**src/rtl/alu_mc_if.sv**
```systemverilog
// alu_mc_if: request/response bundle between the operand stage and alu_mc.
//   master (requester): drives start, op, a, b; observes busy, done, result,
//                       result_hi and the cout/zero/set/overflow flags.
//   slave  (alu_mc):    the mirror image.
interface alu_mc_if #(
    parameter int unsigned WIDTH = 32
);
    logic             start;
    logic [2:0]       op;
    logic [WIDTH-1:0] a;
    logic [WIDTH-1:0] b;
    logic             busy;
    logic             done;
    logic [WIDTH-1:0] result;
    logic [WIDTH-1:0] result_hi;
    logic             cout;
    logic             zero;
    logic             set;
    logic             overflow;

    modport master (
        output start, op, a, b,
        input  busy, done, result, result_hi, cout, zero, set, overflow
    );

    modport slave (
        input  start, op, a, b,
        output busy, done, result, result_hi, cout, zero, set, overflow
    );
endinterface

```
**src/rtl/alu_mc.sv**
```systemverilog
// alu_mc: registered multi-cycle ALU. AND/OR/ADD/SUB/SLT/SLL/SRA finish in one
// cycle; MUL is an unsigned shift-add multiplier taking WIDTH iterations.
// Ports:
//   clk    rising-edge clock
//   rst_n  synchronous active-low reset (clears state and every output)
//   bus    alu_mc_if.slave: start/op/a/b in; busy/done/result/result_hi and
//          cout/zero/set/overflow out, all registered. WIDTH must be a power
//          of two between 8 and 64.
module alu_mc #(
    parameter int unsigned WIDTH = 32
) (
    input  logic   clk,
    input  logic   rst_n,
    alu_mc_if.slave bus
);
    localparam int unsigned SHW = $clog2(WIDTH);

    localparam logic [2:0] OP_AND = 3'b000;
    localparam logic [2:0] OP_OR  = 3'b001;
    localparam logic [2:0] OP_ADD = 3'b010;
    localparam logic [2:0] OP_MUL = 3'b011;
    localparam logic [2:0] OP_SLL = 3'b100;
    localparam logic [2:0] OP_SRA = 3'b101;
    localparam logic [2:0] OP_SUB = 3'b110;
    localparam logic [2:0] OP_SLT = 3'b111;

    typedef enum logic {
        S_IDLE,
        S_MUL
    } state_t;

    state_t             state;
    logic [WIDTH-1:0]   mcand;
    logic [2*WIDTH-1:0] acc;     // {partial product high half, remaining multiplier bits}
    logic [SHW-1:0]     cnt;

    logic               sub_c;
    logic [WIDTH-1:0]   b_eff_c;
    logic [WIDTH:0]     sum_c;
    logic               add_ovf_c;
    logic               add_set_c;
    logic [WIDTH-1:0]   res_c;
    logic               cout_c;
    logic               zero_c;
    logic               set_c;
    logic               ovf_c;
    logic [WIDTH:0]     add_hi_c;
    logic [2*WIDTH-1:0] acc_nxt_c;

    // Single-cycle datapath: shared adder for ADD/SUB/SLT plus logic and shifts.
    always_comb begin
        sub_c     = (bus.op == OP_SUB) || (bus.op == OP_SLT);
        b_eff_c   = sub_c ? ~bus.b : bus.b;
        sum_c     = {1'b0, bus.a} + {1'b0, b_eff_c} + {{WIDTH{1'b0}}, sub_c};
        add_ovf_c = (bus.a[WIDTH-1] == b_eff_c[WIDTH-1]) && (sum_c[WIDTH-1] != bus.a[WIDTH-1]);
        add_set_c = sum_c[WIDTH-1] ^ add_ovf_c;
        res_c     = '0;
        cout_c    = 1'b0;
        set_c     = 1'b0;
        ovf_c     = 1'b0;
        case (bus.op)
            OP_AND: res_c = bus.a & bus.b;
            OP_OR:  res_c = bus.a | bus.b;
            OP_ADD, OP_SUB: begin
                res_c  = sum_c[WIDTH-1:0];
                cout_c = sum_c[WIDTH];
                set_c  = add_set_c;
                ovf_c  = add_ovf_c;
            end
            OP_SLT: begin
                res_c  = WIDTH'(add_set_c);
                cout_c = sum_c[WIDTH];
                set_c  = add_set_c;
                ovf_c  = add_ovf_c;
            end
            OP_SLL: res_c = bus.a << bus.b[SHW-1:0];
            OP_SRA: res_c = $unsigned($signed(bus.a) >>> bus.b[SHW-1:0]);
            default: res_c = '0;
        endcase
        // SLT reports zero from the difference so either SUB or SLT serves beq.
        zero_c = (bus.op inside {OP_ADD, OP_SUB, OP_SLT}) ? (sum_c[WIDTH-1:0] == '0)
                                                          : (res_c == '0);
    end

    // One shift-add step; the WIDTH+1-bit upper sum keeps the carry before the shift.
    always_comb begin
        add_hi_c  = {1'b0, acc[2*WIDTH-1:WIDTH]} + (acc[0] ? {1'b0, mcand} : '0);
        acc_nxt_c = {add_hi_c, acc[WIDTH-1:1]};
    end

    // Control FSM and registered outputs.
    always_ff @(posedge clk) begin
        if (!rst_n) begin
            state         <= S_IDLE;
            mcand         <= '0;
            acc           <= '0;
            cnt           <= '0;
            bus.busy      <= 1'b0;
            bus.done      <= 1'b0;
            bus.result    <= '0;
            bus.result_hi <= '0;
            bus.cout      <= 1'b0;
            bus.zero      <= 1'b0;
            bus.set       <= 1'b0;
            bus.overflow  <= 1'b0;
        end else begin
            bus.done <= 1'b0;
            case (state)
                S_IDLE: begin
                    if (bus.start) begin
                        if (bus.op == OP_MUL) begin
                            mcand    <= bus.a;
                            acc      <= {{WIDTH{1'b0}}, bus.b};
                            cnt      <= '0;
                            bus.busy <= 1'b1;
                            state    <= S_MUL;
                        end else begin
                            bus.result    <= res_c;
                            bus.result_hi <= '0;
                            bus.cout      <= cout_c;
                            bus.zero      <= zero_c;
                            bus.set       <= set_c;
                            bus.overflow  <= ovf_c;
                            bus.done      <= 1'b1;
                        end
                    end
                end
                S_MUL: begin
                    acc <= acc_nxt_c;
                    cnt <= cnt + 1'b1;
                    // Final iteration publishes the product directly (no extra cycle).
                    if (cnt == SHW'(WIDTH - 1)) begin
                        state         <= S_IDLE;
                        bus.busy      <= 1'b0;
                        bus.done      <= 1'b1;
                        bus.result    <= acc_nxt_c[WIDTH-1:0];
                        bus.result_hi <= acc_nxt_c[2*WIDTH-1:WIDTH];
                        bus.zero      <= (acc_nxt_c == '0);
                        bus.cout      <= |acc_nxt_c[2*WIDTH-1:WIDTH];
                        bus.set       <= 1'b0;
                        bus.overflow  <= 1'b0;
                    end
                end
                default: state <= S_IDLE;
            endcase
        end
    end
endmodule
```
**src/flat_wrapper.sv**
```systemverilog
// flat-port wrapper written by rule: the top's interface ports become plain ports
module alu_mc_flat 
#(
    parameter int unsigned WIDTH = 32
)
  (clk, rst_n, bus_start, bus_op, bus_a, bus_b, bus_busy, bus_done, bus_result, bus_result_hi, bus_cout, bus_zero, bus_set, bus_overflow);
  alu_mc_if #(.WIDTH(WIDTH)) bus_i ();
  input  logic clk;
  input  logic rst_n;
  input wire logic [$bits(bus_i.start)-1:0] bus_start;
  input wire logic [$bits(bus_i.op)-1:0] bus_op;
  input wire logic [$bits(bus_i.a)-1:0] bus_a;
  input wire logic [$bits(bus_i.b)-1:0] bus_b;
  output wire logic [$bits(bus_i.busy)-1:0] bus_busy;
  output wire logic [$bits(bus_i.done)-1:0] bus_done;
  output wire logic [$bits(bus_i.result)-1:0] bus_result;
  output wire logic [$bits(bus_i.result_hi)-1:0] bus_result_hi;
  output wire logic [$bits(bus_i.cout)-1:0] bus_cout;
  output wire logic [$bits(bus_i.zero)-1:0] bus_zero;
  output wire logic [$bits(bus_i.set)-1:0] bus_set;
  output wire logic [$bits(bus_i.overflow)-1:0] bus_overflow;
  assign bus_i.start = bus_start;
  assign bus_i.op = bus_op;
  assign bus_i.a = bus_a;
  assign bus_i.b = bus_b;
  assign bus_busy = bus_i.busy;
  assign bus_done = bus_i.done;
  assign bus_result = bus_i.result;
  assign bus_result_hi = bus_i.result_hi;
  assign bus_cout = bus_i.cout;
  assign bus_zero = bus_i.zero;
  assign bus_set = bus_i.set;
  assign bus_overflow = bus_i.overflow;
  alu_mc #(.WIDTH(WIDTH)) u_core (.clk(clk), .rst_n(rst_n), .bus(bus_i));
endmodule
```
**config.mk**
```make
export PLATFORM = sky130hd
export DESIGN_NAME = alu_mc_flat
export DESIGN_NICKNAME = d
export VERILOG_FILES = /design/src/rtl/alu_mc_if.sv /design/src/rtl/alu_mc.sv /design/src/flat_wrapper.sv
export SDC_FILE = /design/constraint.sdc
export NUM_CORES = 1
export LEC_CHECK = 0
export CELL_PAD_IN_SITES_DETAIL_PLACEMENT = 1
export CELL_PAD_IN_SITES_GLOBAL_PLACEMENT = 1
export CORE_ASPECT_RATIO = 0.7
export CORE_MARGIN = 1
export CORE_UTILIZATION = 44
export CTS_CLUSTER_DIAMETER = 80
export DETAILED_ROUTE_END_ITERATION = 16
export PLACE_DENSITY_LB_ADDON = 0.1
export SLEW_MARGIN = 30
export SYNTH_ARGS = -nofsm -noshare
export SYNTH_HDL_FRONTEND = slang
export SYNTH_SLANG_ARGS = --single-unit
```
**constraint.sdc**
```tcl
create_clock -name clk -period 7.6 [get_ports clk]
set_clock_uncertainty 0.15 [all_clocks]
set_input_delay 1.52 -clock clk [delete_from_list [all_inputs] [get_ports clk]]
set_output_delay 1.52 -clock clk [all_outputs]
set_load 0.02 [all_outputs]
```
==> results of run 1 <==
-- worst min-delay path, cell delays in order (launching register included) --
cell and delay [ns]:
dfxtp_1 0.32, nand2_1 0.05, a21oi_1 0.05
-- layout make-up --
cell class	instances	area share
Sequential cell	172	0.191
Clock buffer	17	0.0236
Timing Repair Buffer	196	0.100
Clock inverter	15	0.00832
Tap cell	472	0.0327
Inverter	34	0.00721
Antenna cell	7	0.000971
Multi-Input combinational cell	1661	0.636
-- cells by family after synthesis --
kind of cell,synth area share
compound gates,0.256
xor+xnor,0.0360
fa+ha+maj,0.0732
buf+inv,0.0459
flops,0.221
mux,0.141
simple gates,0.227
-- registers in the layout (all words and copies together) (netlist names) --
| register | cells |
|---|---|
| u_core.bus.done | 1 |
| u_core.acc | 64 |
| u_core.state | 1 |
| u_core.bus.overflow | 1 |
| u_core.bus.zero | 1 |
| u_core.cnt | 5 |
| u_core.bus.result | 32 |
| u_core.bus.result_hi | 32 |
| u_core.mcand | 32 |
| u_core.bus.busy | 1 |
| u_core.bus.set | 1 |
| u_core.bus.cout | 1 |
-- path summary, 6_finish.rpt --
check	end	cells after the start	start	slack, ns
worst max-delay path	u_core.bus.zero$_SDFFE_PN0P_	15	bus_op[2]	0.89
worst min-delay path	u_core.bus.result[10]$_SDFFE_PN0P_	2	u_core.bus.result[10]$_SDFFE_PN0P_	0.30
worst max register to register	u_core.bus.cout$_SDFFE_PN0P_	13	u_core.acc[0]$_SDFFE_PN0P_	1.96
worst min register to register	u_core.bus.result[10]$_SDFFE_PN0P_	2	u_core.bus.result[10]$_SDFFE_PN0P_	0.30
-- metal layers --
layer | track usage | part of all wire
met5 | 0.0255 | 0.0021
met2 | 0.593 | 0.40
met1 | 0.622 | 0.43
met3 | 0.150 | 0.14
met4 | 0.111 | 0.026
-- layout by cell type, fill, tap and decap left out, types with 19 or more instances in the layout --
cell type / n
and2_1: 41
nor3_1: 35
mux4_2: 62
maj3_1: 25
a21boi_0: 27
a21oi_1: 201
nand4_1: 31
o21ai_0: 84
a22oi_1: 29
a211oi_1: 36
clkdlybuf4s50_1: 134
nand2_1: 265
xnor2_1: 50
mux2i_1: 59
nand3_1: 43
a21o_1: 26
nand2b_1: 28
mux2_2: 19
nor2_1: 207
inv_1: 32
ha_1: 68
a222oi_1: 27
buf_4: 58
nor4_1: 24
dfxtp_1: 170
o211ai_1: 31
-- stage by stage --
stage                     instances  power (mW)  hold slack, ns
after floorplan                2020        1.56           0.282
after detailed placement       2535        1.96           0.296
after global routing           2567        2.97           0.327
after CTS                      2567        2.84           0.306
final                          2574        2.90           0.304
after global placement         2534        1.94           0.288
-- power by group through the flow --
| stage | combinational (mW) | sequential, mW | clock [mW] |
|---|---|---|---|
| 2_1_floorplan | 0.587 | 0.974 | 0 |
| 3_3_place_gp | 0.975 | 0.965 | 0 |
| 3_5_place_dp | 0.994 | 0.966 | 0 |
| 4_1_cts | 1.00 | 0.945 | 0.892 |
| 5_1_grt | 1.09 | 0.948 | 0.933 |
| 6_report | 1.05 | 0.946 | 0.897 |
==> flow_summary.toml, run 1 <==
[sta]
finalSetupViolCount = 0
worst_slew_pin_slew_ns = 1.04
rsz0062_at_grt = "no"
maxSlewHeadroom = 0.307
setup_tns_ns = 0
final.setup.worst_slack_ns = 0.890
hold_viol = 0
period_minus_slack_ns = 6.71
drv_slew = 0
final.period_utilization = 0.883
max_freq_mhz = 149

[status]
status = "complete, no violations"

[cells_and_area]
nFillCells = 4318
synthToLayoutAreaGrowth_pct = 15.7
drive_above_1_share = 0.0945
regArea_mm2 = 0.00345
fin_util = 0.518
final_area_mm2 = 0.0180
multi_input_area_mm2 = 0.0115
nets = 2222

[synth]
yosysUniqueCellTypes = 79
avgSynthCellArea_um2 = 7.72
ys_async_sr_fraction = 0
synth_area_leaders = "dfxtp_1, mux4_2, a21oi_1"
yosys_most_used_dff = "dfxtp_1"
syn_area_mm2 = 0.0156
synthCells = 2020
ys_top_cells_by_count = "nand2_1, nor2_1, a21oi_1, dfxtp_1, clkbuf_1"
synth_seq_area_share = 0.221
yosysMostFrequentCell = "nand2_1"
synth-seq-cells = 172
synthesis.nets = 2160
synth-edff-count = 0
synth.top_cell.area_share = 0.221
ys_warn_count = 0
yosys.area.top_type = "dfxtp_1"

[power_and_ir_drop]
p_per_area_mw_per_mm2 = 161
internal_power_mw = 1.73
clockPowerShare = 0.310
power_leakage_nw = 6.64
power.switching_mw = 1.17
comb_power_share = 0.364
peakVddDrop_mv = 0.144
pwr-share-seq = 0.327
sw_frac_of_total = 0.404

[grt]
grt_overflow = 0
antenna_found_initial = 5
grt_pass1_wl_mm = 115
grt_use_total = 0.429
grt_pass1_vias = 17295
grt_max_degree = 85

[clocking]
htreeDepth = 4
cts_tree = "done"
post-cts-setup-buffers = 0
numCtsBuffers = 17
clockBufferDepth = 2
clkSinkCount = 172
hold_buffers = 0
ctsResizeCount = 0
path_clk_slew_ns = 0.09
clock_latency_ns = 0.46
root_buffer = "clkbuf_16"

[drt]
wl_per_cell_um = 30.7
first_iter_violations = 2683
vias = 18044
wl_mm = 79.1
firstDrtPassIters = 7
viasPerCell = 7.01
ant_nets = 0
drt_drc_violations_left = 0

[die]
dieWidth_um = 227
initial_core_util = 0.448
dieArea_mm2 = 0.0362
die_y_um = 159
rows = 57
fp.coreArea_mm2 = 0.0348
io_pins = 140

[critical_path]
cp-start-kind = "input pin"
worstPathRequired_ns = 7.84
cp-end-kind = "register"
cp_max_fo = 22
critical_path_class = "in -> reg"
cp_data_arrival_time_ns = 6.95
cpPeakStageDelay_ns = 0.71
critPathTopFamily = "compound AO/OA/AOI/OAI gates"
path_cells = "clkdlybuf4s50_1 > nand2_2 > xnor2_1 > fa_1 > a21o_1 > a221oi_2 > o21ai_0 > a21oi_1 > xnor2_1 > a2111o_1 > or4_1 > nor4_1 > nand4_1 > nor2_1 > a21o_1"
cp_num_buf_inv = 1
crit_slowest_cell = "clkdlybuf4s50_1"

[place]
dp_hpwl_mm = 59.1
portBuffers = 139
postPlaceCellArea_mm2 = 0.0174
place_ws_ns = 0.654
gp_congestion = 1.12

[worst_hold_path]
hold_path_class = "reg -> reg"

[run]
cap_violations = 0
(Power assumes the default switching activity.)
==> run 2: changes to the inputs <==
Settings changed: RECOVER_POWER set to 50.
==> flow_summary.toml, run 2 (synthesis results as in run 1) <==
[cells_and_area]
regMostFlops = "u_core.acc"
layout_commonest_cell = "nand2_1"
nets = 2222
largest_reg_flops = 64
drive_above_1_share = 0.0916
synthToLayoutAreaGrowth_pct = 15.4
fin_cells = 2570
layout_common_cells = "nand2_1, nor2_1, a21oi_1"

[grt]
antenna_found_initial = 5
grt_use_total = 0.429
grt_overflow = 0
grt_max_degree = 85
grt_pass1_wl_mm = 115
grt_pass1_vias = 17295

[sta]
worst_slew_pin_slew_ns = 2.92
period_minus_slack_ns = 6.74
hold_viol = 0
rsz0062_at_grt = "no"
max_freq_mhz = 148
finalSetupViolCount = 0
maxSlewHeadroom = -0.956
final.setup.worst_slack_ns = 0.856
drv_slew = 179
final.period_utilization = 0.887
worst_hold_slack_ns = 0.300
setup_tns_ns = 0

[critical_path]
cp-start-kind = "input pin"
cp-end-kind = "register"
cp_max_fo = 22
cp_data_arrival_time_ns = 6.99
r2r_cells = 13
critical_path_class = "in -> reg"
ff2ff_setup_slack_ns = 2.05
worstPathRequired_ns = 7.85

[power_and_ir_drop]
power.switching_mw = 1.17
clockPowerShare = 0.311
pwr-share-seq = 0.327
power_leakage_nw = 6.86
peakVddDrop_mv = 0.145
comb_power_share = 0.362
p_per_area_mw_per_mm2 = 161
sw_frac_of_total = 0.404
internal_power_mw = 1.72

[drt]
ant_nets = 0
vias = 17958
drt_drc_violations_left = 0
firstDrtPassIters = 7
first_iter_violations = 2493
viasPerCell = 6.99
wl_per_cell_um = 30.7
wl_mm = 78.9

[die]
initial_core_util = 0.448
die_y_um = 159
io_pins = 140
dieWidth_um = 227
dieArea_mm2 = 0.0362
fp.coreArea_mm2 = 0.0348
rows = 57

[place]
place_ws_ns = 0.654
gp_congestion = 1.12
portBuffers = 139
place_inst = 2535
dp_hpwl_mm = 59.1

[clocking]
post-cts-setup-buffers = 0
cts_tree = "done"
root_buffer = "clkbuf_16"
ctsResizeCount = 0
hold_buffers = 0
path_clk_slew_ns = 0.08
clkSinkCount = 172
clock_latency_ns = 0.45
numCtsBuffers = 17
clockBufferDepth = 2
htreeDepth = 4

[worst_hold_path]
hold_path_class = "reg -> reg"
min_path_cells = 2

[status]
violations = "max-capacitance violations, max-slew violations"
status = "finished with violations"

[run]
cap_violations = 5
-- run 2: cell count changes in the layout (fill, tap and decap cells not counted), moves of 2 or more --
cell | previous run | this run
clkbuf_1 | 0 | 3
and2_0 | 0 | 2
buf_4 | 58 | 55
dlygate4sd3_1 | 0 | 70
clkdlybuf4s50_1 | 134 | 64
diode_2 | 7 | 3
and2_1 | 41 | 39
-- run 2: cell type report --
type | instances | area (um2)
antenna | 3 | 7.51
clock inverter | 15 | 150
timing repair buffer | 196 | 1800
tap | 472 | 591
clock buffer | 17 | 425
fill | 4326 | 16800
inverter | 34 | 130
sequential | 172 | 3450
multi-input combinational | 1661 | 11400
-- run 2: per-stage QoR --
stage                     utilization  power, mW  instance area, um2
final                           0.517       2.89               18000
after global routing            0.517       2.96               18000
after CTS                       0.518       2.84               18000
after detailed placement        0.501       1.96               17400
after global placement          0.501       1.94               17400
after floorplan                     -       1.56               15600
-- run 2: per-layer routing --
| metal | routed length [um] | track usage | up-vias | part of all wire |
|---|---|---|---|---|
| li1 | - | - | 7683 | - |
| met5 | 164 | 0.0255 | - | 0.0021 |
| met2 | 31600 | 0.593 | 1162 | 0.40 |
| met3 | 11100 | 0.150 | 151 | 0.14 |
| met4 | 2030 | 0.111 | 8 | 0.026 |
| met1 | 34000 | 0.622 | 8954 | 0.43 |
-- run 2: path summary, 6_finish.rpt --
kind                                            from                                 end
setup / recovery                           bus_op[2]        u_core.bus.zero$_SDFFE_PN0P_
hold / removal    u_core.bus.result[10]$_SDFFE_PN0P_  u_core.bus.result[10]$_SDFFE_PN0P_
setup reg to reg          u_core.acc[0]$_SDFFE_PN0P_        u_core.bus.cout$_SDFFE_PN0P_
hold reg to reg   u_core.bus.result[10]$_SDFFE_PN0P_  u_core.bus.result[10]$_SDFFE_PN0P_
-- run 2: worst max-delay path: stages --
cell and delay, ns:
clkdlybuf4s50_1 0.72, nand2_2 0.52, xnor2_1 0.33, fa_1 0.49, a21o_1 0.21, a221oi_2 0.48, o21ai_0 0.37, a21oi_1 0.34
xnor2_1 0.17, a2111o_1 0.47, or4_1 0.52, nor4_1 0.48, nand4_1 0.15, nor2_1 0.13, a21o_1 0.10
-- run 2: power groups by stage --
stage               Clock (mW)  Sequential, mW  Combinational [mW]
global placement             0           0.965               0.975
detailed placement           0           0.966               0.994
global route             0.933           0.947                1.08
CTS                      0.892           0.945                1.00
floorplan                    0           0.974               0.587
finish                   0.897           0.945                1.05
==> run 3: changes to the inputs <==
Settings changed: RECOVER_POWER 50 to not set.
==> results of run 3 <==
Same layout as run 1: the final DEF is identical, and so are final timing and power.
